<file path="src/rtl/spi_xfer_controller.sv">
// spi_xfer_controller
//
// Sequences one DATA_WIDTH-bit SPI transfer in master or slave mode, paced by a
// one-cycle baud tick. It drives the shifter load/shift/store strobes and the
// baud-rate-generator clear, and it owns the sticky SPIF/MODF/WCOL flags.
//
// Ports
//   clk, rst     system clock, synchronous active-high reset
//   baud_tick    one pulse per bit (BRG in master mode, SCK edge detector in slave mode)
//   SS           slave select, active low
//   SPE, MSTR    SPI enable and master mode (from SPCR)
//   start        one-cycle pulse on a CPU write to SPDR
//   flag_clr     one-cycle pulse that clears SPIF, MODF and WCOL
//   SPDR_rd_en   load the shifter from SPDR (LOAD state)
//   Shifter_en   shift one bit (RUN state, qualified by baud_tick)
//   SPDR_wr_en   store the shifter into SPDR (DONE state)
//   BRG_clr      hold the BRG in clear unless a master transfer is active
//   idle, busy   no transfer in progress / transfer in progress
//   MSTR_clr     one-cycle request to clear MSTR on a mode fault
//   bit_cnt      bits shifted so far in the current transfer
//   SPIF, MODF, WCOL  sticky status flags
module spi_xfer_controller #(
  parameter int unsigned DATA_WIDTH = 8,
  parameter int unsigned CNT_W      = $clog2(DATA_WIDTH)
) (
  input  logic             clk,
  input  logic             rst,
  input  logic             baud_tick,
  input  logic             SS,
  input  logic             SPE,
  input  logic             MSTR,
  input  logic             start,
  input  logic             flag_clr,
  output logic             SPDR_rd_en,
  output logic             Shifter_en,
  output logic             SPDR_wr_en,
  output logic             BRG_clr,
  output logic             idle,
  output logic             busy,
  output logic             MSTR_clr,
  output logic [CNT_W-1:0] bit_cnt,
  output logic             SPIF,
  output logic             MODF,
  output logic             WCOL
);

  typedef enum logic [1:0] {
    StIdle,
    StLoad,
    StRun,
    StDone
  } state_e;

  localparam logic [CNT_W-1:0] CntLast = CNT_W'(DATA_WIDTH - 1);

  state_e           state_q, state_d;
  logic [CNT_W-1:0] cnt_q, cnt_d;
  logic             spif_q, spif_d;
  logic             modf_q, modf_d;
  logic             wcol_q, wcol_d;
  logic             fault_q, fault_d;

  logic fault;
  logic in_xfer;
  logic slave_abort;
  logic spif_set;
  logic wcol_set;

  // Next-state and bit counter
  always_comb begin
    fault       = SPE & MSTR & ~SS;
    in_xfer     = (state_q == StLoad) | (state_q == StRun);
    slave_abort = ~MSTR & SS & in_xfer;

    state_d = state_q;
    cnt_d   = cnt_q;

    if (!SPE) begin
      state_d = StIdle;
      cnt_d   = '0;
    end else if (fault) begin
      state_d = StIdle;
      cnt_d   = '0;
    end else if (slave_abort) begin
      state_d = StIdle;
      cnt_d   = '0;
    end else begin
      case (state_q)
        StIdle: begin
          // SPE is known high in this branch
          if ((MSTR & start & SS) | (~MSTR & ~SS)) begin
            state_d = StLoad;
          end
        end
        StLoad: begin
          cnt_d   = '0;
          state_d = StRun;
        end
        StRun: begin
          if (baud_tick) begin
            if (cnt_q == CntLast) begin
              cnt_d   = '0;
              state_d = StDone;
            end else begin
              cnt_d = cnt_q + 1'b1;
            end
          end
        end
        StDone: begin
          state_d = StIdle;
        end
        default: begin
          state_d = StIdle;
          cnt_d   = '0;
        end
      endcase
    end
  end

  // Sticky flags: a set in the same cycle as flag_clr wins
  always_comb begin
    spif_set = (state_q == StDone) & SPE & ~fault;
    wcol_set = start & (state_q != StIdle);

    spif_d  = spif_set | (spif_q & ~flag_clr);
    modf_d  = fault    | (modf_q & ~flag_clr);
    wcol_d  = wcol_set | (wcol_q & ~flag_clr);
    fault_d = fault;
  end

  always_ff @(posedge clk) begin
    if (rst) begin
      state_q <= StIdle;
      cnt_q   <= '0;
      spif_q  <= 1'b0;
      modf_q  <= 1'b0;
      wcol_q  <= 1'b0;
      fault_q <= 1'b0;
    end else begin
      state_q <= state_d;
      cnt_q   <= cnt_d;
      spif_q  <= spif_d;
      modf_q  <= modf_d;
      wcol_q  <= wcol_d;
      fault_q <= fault_d;
    end
  end

  // Outputs decoded from the state register
  always_comb begin
    SPDR_rd_en = (state_q == StLoad);
    Shifter_en = (state_q == StRun) & baud_tick;
    SPDR_wr_en = (state_q == StDone);
    idle       = (state_q == StIdle);
    busy       = ~idle;
    BRG_clr    = ~(MSTR & SPE & in_xfer);
    // Rising edge of the fault condition: one pulse even if the fault persists
    MSTR_clr   = fault & ~fault_q;
    bit_cnt    = cnt_q;
    SPIF       = spif_q;
    MODF       = modf_q;
    WCOL       = wcol_q;
  end

endmodule

</file>
<file path="config.mk">
export PLATFORM = sky130hd
export DESIGN_NAME = spi_xfer_controller
export DESIGN_NICKNAME = d
export VERILOG_FILES = /design/src/rtl/spi_xfer_controller.sv
export SDC_FILE = /design/constraint.sdc
export NUM_CORES = 1
export LEC_CHECK = 0
export BUFFER_PORTS_ARGS = -buffer_cell sky130_fd_sc_hd__buf_2
export CORE_AREA = 4 4 48 50
export CTS_CLUSTER_DIAMETER = 100
export DETAILED_ROUTE_END_ITERATION = 8
export DIE_AREA = 0 0 52 54
export PLACE_DENSITY = 0.61
export SKIP_CTS_REPAIR_TIMING = 1
export SLEW_MARGIN = 20
export SYNTH_ARGS = -nofsm -noshare
export SYNTH_HDL_FRONTEND = slang
export SYNTH_SLANG_ARGS = --single-unit
</file>
<file path="constraint.sdc">
create_clock -name clk -period 1.35 [get_ports clk]
set_clock_uncertainty 0.15 [all_clocks]
set_input_delay 0.27 -clock clk [delete_from_list [all_inputs] [get_ports clk]]
set_output_delay 0.27 -clock clk [all_outputs]
set_load 0.05 [all_outputs]
</file>
==> metrics.yaml <==
drt_first_iter_violations: 8
place_congestion: 0.722
grt_pass1_vias: 501
setup_violations: 11
finalCritPeriodShare_pct: 117
regArea_um2: 194
numCtsBuffers: 3
dr_total_vias: 555
die_height_um: 54
final_cells: 124
yosysTopAreaCell: "dfxtp_1"
intPower_mw: 0.452
fin_area_mm2: 0.00104
h-tree-depth: 1
ys_warn_count: 0
tns_ps: -1650
finalPower_mw: 0.652
startpoint_type: "flip-flop"
multiInputGateArea_um2: 453
ys_ff_latch: 9
placed_area_um2: 825
pwr-share-comb_pct: 25.5
yosysTopAreaCellShare_pct: 33.9
die_w_um: 52
wl_per_cell_um: 11.9
hold_class: "in2reg"
drv_cap: 0
min_period_ps: 1580
status: "finished, violations left"
clk_pin_slew_ps: 70
rsz0062_at_grt: "true"
cp_max_fo: 4
grt_first_pass_wirelength_um: 2190
cp.arrival_ps: 1160
overflow: 0
syn_area_per_cell_um2: 9.50
p_clk_share_pct: 33.5
powerDensity_mw_per_mm2: 627
mostFrequentLayoutCells: "buf_4 (17), buf_2 (10), nor2_1 (6), ha_4 (6), buf_6 (6)"
swShare_pct: 30.7
violations: "setup timing"
ys_seq_area_share_pct: 33.9
dp_slack_ps: -206
vias_per_cell: 4.48
slew_violations: 0
nets: 114
place_inst: 115
core_mm2: 0.00190
utilization_pct: 54.7
dp_hpwl_um: 1110
rows: 16
layout_commonest_cell: "buf_4"
drt-total-wl_um: 1470
p_sw_mw: 0.200
antenna_left: 0
first_pass_iters: 4
synth.area.top_cells: "dfxtp_1 (34%), ha_1 (19%), mux2i_1 (5.6%)"
grt_use_total_pct: 11.1
crit_path_end_kind: "primary output"
ir_drop_v: 0.000514
whs_ps: 112
cp_data_required_time_ps: 930
max_clock_freq_mhz: 633
netlist_instances: 56
io_buffers: 20
cts_tree: "built"
power.leakage_nw: 0.424
syn_area_um2: 532
timing.final.ws_setup_ps: -229
fillers: 166
final_hold_viol_count: 0
syn2layout_area_growth_pct: 95.5
clock_latency_ps: 260
io_pins: 21
seqPwrFrac_pct: 41.1
diodes: 0
initial_core_util_pct: 28.0
die-area_mm2: 0.00281
antenna_found_initial: 0
layout-drive-gt1-share_pct: 66.0
path_class: "reg2out"
grt_max_degree: 7
syn_nets: 72
clkSinkCount: 9
post-route-drc-count: 0
cts-root-buf: "clkbuf_4"
max-slew-margin-rel_pct: 75.8
yosys.cell_types.count: 19
worst_pin_slew_ps: 362
cts.path.max_buffers: 2
area by class of cell:
cell class / instances / area share (%)
Multi-Input combinational cell: 42 / 43.6
Inverter: 5 / 2.65
Tap cell: 27 / 3.25
Timing Repair Buffer: 37 / 29.4
Clock buffer: 4 / 2.53
Sequential cell: 9 / 18.7
Yosys cell counts:
| cell | n |
|---|---|
| a21oi_1 | 2 |
| dfxtp_1 | 9 |
| nor2b_1 | 1 |
| o2111ai_1 | 1 |
| a32oi_1 | 3 |
| a221oi_4 | 1 |
| and2b_1 | 1 |
| nor2_1 | 7 |
| nand3b_1 | 3 |
| inv_1 | 5 |
| a22oi_1 | 1 |
| mux2i_1 | 3 |
| ha_1 | 8 |
| nand2_1 | 2 |
| nand4_1 | 3 |
| nand3_1 | 3 |
| and2_1 | 1 |
| o21a_1 | 1 |
| nand2b_1 | 1 |
metal layers:
metal / vias up / part of all wire [%] / track usage [%] / wire (µm)
met5: - / 0 / 0 / 0
met4: 0 / 1.1 / 6.55 / 16
met3: 4 / 3.7 / 3.32 / 54
met2: 15 / 51 / 18.2 / 755
met1: 246 / 44 / 12.6 / 643
li1: 290 / - / - / -
power by group through the flow:
stage	Sequential [mW]	Clock (mW)	Combinational, mW
floorplan	0.282	0	0.0820
global placement	0.275	0	0.136
detailed placement	0.275	0	0.137
CTS	0.269	0.229	0.138
global route	0.268	0.240	0.178
finish	0.268	0.218	0.166
flip-flops by register name, summed over array words and instances, names as in the netlist:
signal	count
SPIF	1
MODF	1
state_q	2
bit_cnt	3
WCOL	1
fault_q	1
final timing paths:
check	start	endpoint	slack, ps	cells after the start
max reg2reg	state_q[1]	state_q[0]	-160	5
min reg2reg	MODF	MODF	320	2
max	state_q[1]	BRG_clr	-230	4
min	start	WCOL	110	3
cells by family (layout without fill, tap and decap cells):
kind of cell    after synthesis  count (layout)  synth area share, %
mux                           3               3                 5.65
simple gates                 22              22                 21.9
buf+inv                       5              46                 3.53
flops                         9               9                 33.9
compound gates                9               9                 16.2
fa+ha+maj                     8               8                 18.8
worst max-delay path: stages, from the launching register on:
cell and delay [ps]:
dfxtp_4 370, inv_4 40, ha_4 270, nand3_4 60
buf_6 150
No activity file was read; power rests on OpenSTA's default activity.
